[src/rtl/multi_timeout_check_if.sv]
// Bus interface for multi_timeout_check: per-channel strobes, delays and status.
// TIMEOUT_STICKY_EN adds sticky_clr / expired_sticky.
interface multi_timeout_check_if #(
  parameter int unsigned N_CH      = 4,
  parameter int unsigned BIT_WIDTH = 16
);
  logic [N_CH-1:0]           restart;
  logic [N_CH-1:0]           cancel;
  logic [N_CH-1:0]           retrig_en;
  logic [N_CH*BIT_WIDTH-1:0] delay_length;
  logic [N_CH-1:0]           active;
  logic [N_CH-1:0]           expired;
  logic                      any_active;
`ifdef TIMEOUT_STICKY_EN
  logic [N_CH-1:0]           sticky_clr;
  logic [N_CH-1:0]           expired_sticky;
`endif

  modport master (
`ifdef TIMEOUT_STICKY_EN
    output sticky_clr,
    input  expired_sticky,
`endif
    output restart, cancel, retrig_en, delay_length,
    input  active, expired, any_active
  );

  modport slave (
`ifdef TIMEOUT_STICKY_EN
    input  sticky_clr,
    output expired_sticky,
`endif
    input  restart, cancel, retrig_en, delay_length,
    output active, expired, any_active
  );
endinterface

[src/rtl/multi_timeout_check.sv]
// Multi-channel watchdog: per-channel activity windows with expiry pulses.
// Optional TIMEOUT_STICKY_EN adds a sticky expiry flag per channel.
module multi_timeout_check #(
  parameter int unsigned N_CH      = 4,
  parameter int unsigned BIT_WIDTH = 16
) (
  input logic                 clk,
  input logic                 reset,
  multi_timeout_check_if.slave bus
);
  typedef enum logic {ST_IDLE = 1'b0, ST_COUNT = 1'b1} state_e;

  state_e               state_q [N_CH];
  state_e               state_d [N_CH];
  logic [BIT_WIDTH-1:0] cnt_q   [N_CH];
  logic [BIT_WIDTH-1:0] cnt_d   [N_CH];
  logic [N_CH-1:0]      active_q, active_d;
  logic [N_CH-1:0]      expired_q, expired_d;
  logic                 any_active_q, any_active_d;
`ifdef TIMEOUT_STICKY_EN
  logic [N_CH-1:0]      sticky_q, sticky_d;
`endif

  // State and output registers
  always_ff @(posedge clk) begin
    if (reset) begin
      for (int i = 0; i < int'(N_CH); i++) begin
        state_q[i] <= ST_IDLE;
        cnt_q[i]   <= '0;
      end
      active_q     <= '0;
      expired_q    <= '0;
      any_active_q <= 1'b0;
`ifdef TIMEOUT_STICKY_EN
      sticky_q     <= '0;
`endif
    end else begin
      for (int i = 0; i < int'(N_CH); i++) begin
        state_q[i] <= state_d[i];
        cnt_q[i]   <= cnt_d[i];
      end
      active_q     <= active_d;
      expired_q    <= expired_d;
      any_active_q <= any_active_d;
`ifdef TIMEOUT_STICKY_EN
      sticky_q     <= sticky_d;
`endif
    end
  end

  // Next state: cancel > retrigger reload > expiry > decrement
  always_comb begin
    for (int i = 0; i < int'(N_CH); i++) begin
      state_d[i] = state_q[i];
      cnt_d[i]   = cnt_q[i];
      case (state_q[i])
        ST_IDLE: begin
          if (bus.restart[i] && !bus.cancel[i]) begin
            state_d[i] = ST_COUNT;
            cnt_d[i]   = bus.delay_length[i*BIT_WIDTH +: BIT_WIDTH];
          end else begin
            cnt_d[i]   = '0;
          end
        end
        ST_COUNT: begin
          if (bus.cancel[i]) begin
            state_d[i] = ST_IDLE;
            cnt_d[i]   = '0;
          end else if (bus.restart[i] && bus.retrig_en[i]) begin
            cnt_d[i]   = bus.delay_length[i*BIT_WIDTH +: BIT_WIDTH];
          end else if (cnt_q[i] == '0) begin
            state_d[i] = ST_IDLE;
          end else begin
            cnt_d[i]   = cnt_q[i] - BIT_WIDTH'(1);
          end
        end
        default: begin
          state_d[i] = ST_IDLE;
          cnt_d[i]   = '0;
        end
      endcase
    end
  end

  // Outputs derived from the transition; COUNT->IDLE without cancel is a natural expiry
  always_comb begin
    active_d  = '0;
    expired_d = '0;
    for (int i = 0; i < int'(N_CH); i++) begin
      active_d[i]  = (state_d[i] == ST_COUNT);
      expired_d[i] = (state_q[i] == ST_COUNT) && (state_d[i] == ST_IDLE) && !bus.cancel[i];
    end
    any_active_d = |active_d;
`ifdef TIMEOUT_STICKY_EN
    sticky_d = (sticky_q & ~bus.sticky_clr) | expired_d;
`endif
  end

  assign bus.active     = active_q;
  assign bus.expired    = expired_q;
  assign bus.any_active = any_active_q;
`ifdef TIMEOUT_STICKY_EN
  assign bus.expired_sticky = sticky_q;
`endif
endmodule

[src/flat_wrapper.sv]
// flat-port wrapper written by rule: the top's interface ports become plain ports
module multi_timeout_check_flat 
#(
  parameter int unsigned N_CH      = 4,
  parameter int unsigned BIT_WIDTH = 16
)
  (clk, reset, bus_restart, bus_cancel, bus_retrig_en, bus_delay_length, bus_active, bus_expired, bus_any_active);
  multi_timeout_check_if #(.N_CH(N_CH), .BIT_WIDTH(BIT_WIDTH)) bus_i ();
  input logic clk;
  input logic reset;
  input wire logic [$bits(bus_i.restart)-1:0] bus_restart;
  input wire logic [$bits(bus_i.cancel)-1:0] bus_cancel;
  input wire logic [$bits(bus_i.retrig_en)-1:0] bus_retrig_en;
  input wire logic [$bits(bus_i.delay_length)-1:0] bus_delay_length;
  output wire logic [$bits(bus_i.active)-1:0] bus_active;
  output wire logic [$bits(bus_i.expired)-1:0] bus_expired;
  output wire logic [$bits(bus_i.any_active)-1:0] bus_any_active;
  assign bus_i.restart = bus_restart;
  assign bus_i.cancel = bus_cancel;
  assign bus_i.retrig_en = bus_retrig_en;
  assign bus_i.delay_length = bus_delay_length;
  assign bus_active = bus_i.active;
  assign bus_expired = bus_i.expired;
  assign bus_any_active = bus_i.any_active;
  multi_timeout_check #(.N_CH(N_CH), .BIT_WIDTH(BIT_WIDTH)) u_core (.clk(clk), .reset(reset), .bus(bus_i));
endmodule
[config.mk]
export PLATFORM = sky130hd
export DESIGN_NAME = multi_timeout_check_flat
export DESIGN_NICKNAME = d
export VERILOG_FILES = /design/src/rtl/multi_timeout_check_if.sv /design/src/rtl/multi_timeout_check.sv /design/src/flat_wrapper.sv
export SDC_FILE = /design/constraint.sdc
export NUM_CORES = 1
export LEC_CHECK = 0
export BUFFER_PORTS_ARGS = -buffer_cell sky130_fd_sc_hd__clkbuf_2
export CORE_MARGIN = 2
export CORE_UTILIZATION = 30
export CTS_CLUSTER_SIZE = 25
export DETAILED_ROUTE_END_ITERATION = 16
export GPL_ROUTABILITY_DRIVEN = 0
export PLACE_DENSITY = 0.48
export RECOVER_POWER = 25
export SLEW_MARGIN = 15
export SYNTH_ARGS = -nofsm -noshare
export SYNTH_HDL_FRONTEND = slang
export SYNTH_SLANG_ARGS = --single-unit
[constraint.sdc]
create_clock -name clk -period 2.1 [get_ports clk]
set_input_delay 0.315 -clock clk [delete_from_list [all_inputs] [get_ports clk]]
set_output_delay 0.315 -clock clk [all_outputs]
set_load 0.02 [all_outputs]
==> out/qor.yml, run 1 <==
area_delta_synth_final_pct: 30.2
async_reset_ff_share_pct: 0
worst_slew_pin_slew_ns: 0.500
p_int_mw: 2.68
slew_headroom_pct: 66.7
required_ns: 2.37
start_kind: "flip-flop"
antenna_cells: 0
crit_family: "simple AND/OR/NAND/NOR gates"
overflow: 0
cap_violations: 0
hp-class: "input pin to flip-flop"
critPathLaunch: "u_core.cnt_q[1][0]"
synthFlopType: "dfxtp_1"
die_area_um2: 13900
antenna_found_initial: 0
status: "completed"
boundaryPins: 87
ys_seq_area_share_pct: 37.5
cts_made_buffers: 9
p_sw_share_pct: 27.9
avgRoutedWirePerCell_um: 13.5
drcViolationCount: 0
fillers: 1355
viasPerCell: 4.91
drt_iter0_markers: 177
yosysWarnings: 0
critPathCaptureType: "flip-flop"
postPlaceCellArea_um2: 4750
final.period_utilization_pct: 97.1
drt-total-wl_mm: 10.4
critPathMaxStageDelay_ns: 0.47
cts-root-buf: "clkbuf_16"
ir_worst_vdd_mv: 0.317
initial_core_util_pct: 30.8
rows: 41
nets: 680
dp_hpwl_mm: 7.81
netlist_instances: 474
grt_first_pass_wirelength_mm: 17.5
cts_hold_buf: 0
worst_slack_ns: 0.0610
syn_area_per_cell_um2: 8.21
clk_path_buf_depth: 2
fin_setup_tns_ns: 0
finalNonFillerCells: 770
clk_pin_slew_worst_paths_ns: 0.05
synth_edf_count: 0
worstPathCellList: "inv_2 -> ha_4 -> or3b_4 -> or3_4 -> or4_1 -> a31oi_1"
dpl.cell_count: 752
vias: 3778
numPortBuffers: 86
grtUsageTotal_pct: 15.4
syn_area_um2: 3890
crit_arrival_ns: 2.30
p_switching_mw: 1.04
ant_nets: 0
hold_path.startpoint: "bus_cancel[1]"
grt_start_max_net_pins: 18
core_um2: 12600
die_w_um: 118
hold_viol: 0
leakage_nw: 2.09
maxClockFrequency_ghz: 0.490
layout-drive-gt1-share_pct: 25.6
timing.rr.start: "u_core.cnt_q[1][0]"
crit_buf_inv: 1
first_pass_iters: 4
die_h_um: 118
p_clk_share_pct: 37.4
critical_path_class: "flip-flop to flip-flop"
cts_tree: "done"
power.density_nw_per_um2: 735
pwr-share-comb_pct: 22.3
ys_types: 49
pwr-share-seq_pct: 40.3
crit_fanout: 8
synth_nets: 560
clk_latency_ns: 0.34
pre_cts_ws_ns: 0.0151
design_area_um2: 5070
synth.ff_latch_count: 73
grt_pass1_vias: 3680
cts_num_sinks: 73
fin_skew_ns: 0.00377
fin_hold_ws_ns: 0.191
period_needed_ns: 2.04
h-tree-depth: 3
slowest_stage: "or4_1"
setup_viol: 0
drv_slew: 0
-- kinds of logic (layout without fill, tap and decap cells) --
family	count (synthesis)	count (layout)	share of synthesized area (%)
multiplexers	1	1	0.257
flip-flops	73	73	37.5
AO/OA/AOI/OAI	107	107	19.0
adder cells (fa/ha/maj)	8	8	2.57
AND/OR/NAND/NOR	215	215	28.5
XOR/XNOR	37	37	8.33
buffers and inverters	33	157	3.79
-- synth_stat cells, drive strengths merged, types with 3 or more instances --
cell type | instances | share of area, %
or3 | 5 | 0.80
ha | 8 | 2.6
a22oi | 37 | 7.1
o21ai | 5 | 0.64
inv | 12 | 1.2
nor3 | 15 | 1.9
a21o | 3 | 0.58
nand2 | 29 | 2.8
or4 | 13 | 2.6
nor4b | 4 | 0.90
nand4 | 11 | 1.8
a21oi | 24 | 3.1
nor4 | 16 | 2.9
a31oi | 9 | 1.4
and2 | 3 | 0.48
clkbuf | 11 | 1.1
buf | 10 | 1.6
o211ai | 8 | 1.5
xor2 | 12 | 2.7
a211oi | 6 | 1.3
nand2b | 10 | 1.6
nor3b | 5 | 0.96
dfxtp | 73 | 38
nor2b | 6 | 0.96
o31ai | 4 | 0.77
or2 | 4 | 0.64
xnor2 | 25 | 5.6
nor2 | 77 | 7.4
nand3 | 9 | 1.2
nand3b | 3 | 0.58
-- final cells by class --
class	instances	area, um^2	share of cell area (%)
multi-input combinational	368	2340	46.1
sequential	73	1460	28.9
timing repair buffer	130	749	14.8
clock buffer	15	258	5.09
tap	172	215	4.25
inverter	12	45.0	0.889
-- layer usage --
layer / global-route usage, % / up-vias / share of wire [%]
met5: 0 / - / 0
met4: 7.30 / 0 / 2.0
met3: 3.25 / 12 / 3.8
met2: 23.7 / 64 / 45
met1: 20.5 / 1732 / 49
li1: - / 1970 / -
-- placed cells by master, fill, tap and decap left out, types with 6 or more instances in the layout --
master	Yosys	routed
nand4_1	11	11
nor3_1	15	15
nor2b_1	6	6
buf_4	5	44
or4_1	12	11
a22oi_1	37	37
xor2_1	12	12
clkbuf_16	0	9
a21oi_1	24	24
nand2b_1	10	10
nor2_1	77	76
dfxtp_1	73	72
nor4_1	14	12
ha_1	8	7
clkbuf_1	11	14
xnor2_1	25	25
o211ai_1	8	8
inv_1	12	10
nand3_1	9	9
clkbuf_2	0	77
a31oi_1	9	9
nand2_1	29	29
-- worst paths after layout --
| kind | end | slack (ns) | depth (start not counted) |
|---|---|---|---|
| worst min-delay path | u_core.bus.active[1] | 0.19 | 2 |
| worst max-delay path | u_core.cnt_q[1][14] | 0.06 | 6 |
| worst min register to register | u_core.cnt_q[2][12] | 0.51 | 2 |
| worst max register to register | u_core.cnt_q[1][14] | 0.06 | 6 |
-- what timing repair did --
action,4_1_cts,5_1_grt
gates resized for setup,1,11
endpoints found under the setup margin,2,32
gates cloned,0,0
setup buffers,0,3
pin swaps,0,3
-- state kept, by name, summed over array words and instances (netlist names) --
name,count
u_core.bus.expired,4
u_core.bus.any_active,1
u_core.bus.active,4
u_core.cnt_q,64
-- stage by stage --
step                      power [mW]  util (%)
after floorplan                 2.04         -
after global placement          2.33      37.7
after detailed placement        2.33      37.7
after CTS                       3.75      39.7
after global routing            3.93      40.2
final                           3.72      40.2
-- power groups by stage --
stage | clock (mW) | sequential (mW) | combinational, mW
floorplan | 0 | 1.52 | 0.522
global placement | 0 | 1.53 | 0.798
detailed placement | 0 | 1.53 | 0.798
CTS | 1.44 | 1.50 | 0.808
global route | 1.49 | 1.51 | 0.928
finish | 1.39 | 1.50 | 0.830
(Power assumes the default switching activity.)
==> run 2, diff against run 1 <==
- CELL_PAD_IN_SITES_DETAIL_PLACEMENT: not set -> 1
- CELL_PAD_IN_SITES_GLOBAL_PLACEMENT: not set -> 1
- PLACE_DENSITY: 0.48 -> 0.62
- TNS_END_PERCENT: not set -> 50
==> out/qor.yml, run 2 (synthesis gave the netlist of run 1 again) <==
avgRoutedWirePerCell_um: 15.1  # +12%
die_w_um: 118  # unchanged
p_switching_mw: 1.09  # +4.7%
r2r_end: "u_core.cnt_q[0][15]"
antenna_found_initial: 0  # unchanged
cts-root-buf: "clkbuf_16"
drv_slew: 0  # unchanged
critical_path_class: "flip-flop to flip-flop"
fin_hold_ws_ns: 0.194  # +0.00319 ns
vias: 3906  # +3.4%
final_common_cell: "clkbuf_2"
nets: 678  # -0.29%
cap_violations: 0  # unchanged
critPathCaptureType: "flip-flop"
area_delta_synth_final_pct: 30.6
hp-class: "input pin to flip-flop"
dp_hpwl_mm: 8.54  # +9.3%
initial_core_util_pct: 30.8  # unchanged
h-tree-depth: 3  # unchanged
required_ns: 2.33  # -0.04 ns
pwr-share-comb_pct: 21.6  # -0.7 points
final_cell_mix: "clkbuf_2, nor2_1, dfxtp_1, buf_4, a22oi_1"
max_flop_register: "u_core.cnt_q"
finalNonFillerCells: 769  # -0.13%
period_needed_ns: 2.02  # -0.0239 ns
slew_headroom_pct: 63.8  # -2.8 points
cts_tree: "done"
boundaryPins: 87  # unchanged
grtUsageTotal_pct: 17.2  # +1.8 points
start_kind: "flip-flop"
hold_path.startpoint: "bus_cancel[1]"
viasPerCell: 5.08  # +3.5%
grt_use_met3_pct: 3.63  # +0.39 points
r2r.worst_path.cells: 5  # -1
multiInputGateArea_um2: 2330  # -0.21%
ant_nets: 0  # unchanged
clk_pin_slew_worst_paths_ns: 0.06  # about the same
p_sw_share_pct: 28.0  # +0.046 points
cts_made_buffers: 9  # unchanged
rows: 41  # unchanged
top_usage_layer: "met2"
clk_latency_ns: 0.34  # about the same
setup_viol: 0  # unchanged
grt_pass1_vias: 4000  # +8.7%
whs_endpoint: "u_core.bus.active[1]"
core_um2: 12600  # unchanged
clk_path_buf_depth: 2  # unchanged
fillers: 1578  # +16%
overflow: 0  # unchanged
p_clk_share_pct: 39.8  # +2.4 points
maxClockFrequency_ghz: 0.496  # +1.2%
crit_fanout: 5  # -3
layout-drive-gt1-share_pct: 25.1  # -0.46 points
design_area_um2: 5080  # +0.32%
leakage_nw: 2.10  # +0.36%
final.period_utilization_pct: 96.0  # -1.1 points
die_area_um2: 13900  # unchanged
rsz0062_at_grt: "no"
cts_hold_buf: 0  # unchanged
fin_skew_ns: 0.00346  # -0.000318 ns
grt_first_pass_wirelength_mm: 19.5  # +11%
seqCellArea_um2: 1460  # about the same
crit_arrival_ns: 2.24  # -0.06 ns
final_util_pct: 40.3  # +0.13 points
ir_worst_vdd_mv: 0.335  # +5.6%
fin_setup_tns_ns: 0  # unchanged
gr-usage-met2_pct: 27.8  # +4.1 points
use_met1_pct: 22.1  # +1.6 points
timing.rr.start: "u_core.cnt_q[0][4]"
worst_slack_ns: 0.0848  # +0.0239 ns
hold_viol: 0  # unchanged
finalPower_mw: 3.89  # +4.5%
numPortBuffers: 86  # unchanged
grt_start_max_net_pins: 18  # unchanged
postPlaceCellArea_um2: 4760  # +0.11%
pwr-share-seq_pct: 38.6  # -1.7 points
critPathLaunch: "u_core.cnt_q[0][4]"
drt-total-wl_mm: 11.6  # +12%
status: "completed"
die_h_um: 118  # unchanged
cts_num_sinks: 73  # unchanged
drcViolationCount: 0  # unchanged
worst_slew_pin_slew_ns: 0.542  # +0.0424 ns
power.density_nw_per_um2: 766  # +4.2%
largest_reg_flops: 64  # unchanged
hold_depth: 2  # unchanged
p_int_mw: 2.80  # +4.5%
dpl.cell_count: 751  # -0.13%
drt_iter0_markers: 162  # -8.5%
first_pass_iters: 4  # unchanged
antenna_cells: 0  # unchanged
pre_cts_ws_ns: -0.0194  # -0.0345 ns
r2r_slack_ns: 0.08  # +0.02 ns
run 2: routing by layer:
metal  routed length (um)  vias up
li1                     -     1972
met1                 5640     1863
met2                 5420       61
met3                  395       10
met4                  181        0
met5                    0        -
run 2: worst max-delay path: stages, from the launching register on:
cell and delay, ns:
dfxtp_1 0.32, or4_4 0.56, or3_4 0.42, o311a_1 0.31
a221oi_2 0.21, nor3_1 0.07
run 2: layout make-up:
class / instances / share of cell area [%]
sequential: 73 / 28.7
inverter: 12 / 0.886
clock buffer: 13 / 4.92
multi-input combinational: 368 / 45.9
clock inverter: 3 / 0.788
tap: 172 / 4.23
timing repair buffer: 128 / 14.5
run 2: worst max-delay path by stage:
stage / cells past startpoint / to / slack (ns)
2_1_floorplan: 7 / u_core.cnt_q[1][14] / 0.02
3_3_place_gp: 6 / u_core.cnt_q[1][14] / 0.09
3_5_place_dp: 5 / u_core.cnt_q[0][15] / -0.02
4_1_cts: 6 / u_core.cnt_q[1][12] / 0.004
5_1_grt: 7 / u_core.cnt_q[0][12] / 0.002
6_report: 5 / u_core.cnt_q[0][15] / 0.08
run 2: power by group through the flow:
stage	clock, mW	sequential (mW)	combinational (mW)
2_1_floorplan	0	1.52	0.522
3_3_place_gp	0	1.53	0.806
3_5_place_dp	0	1.53	0.816
4_1_cts	1.60	1.50	0.832
5_1_grt	1.66	1.51	0.938
6_report	1.55	1.50	0.839
run 2: what timing repair did:
| item | 4_1_cts | 5_1_grt |
|---|---|---|
| pin swaps | 0 | 4 |
| setup endpoints to repair | 1 | 34 |
| resized for setup | 2 | 9 |
| buffers inserted | 0 | 2 |
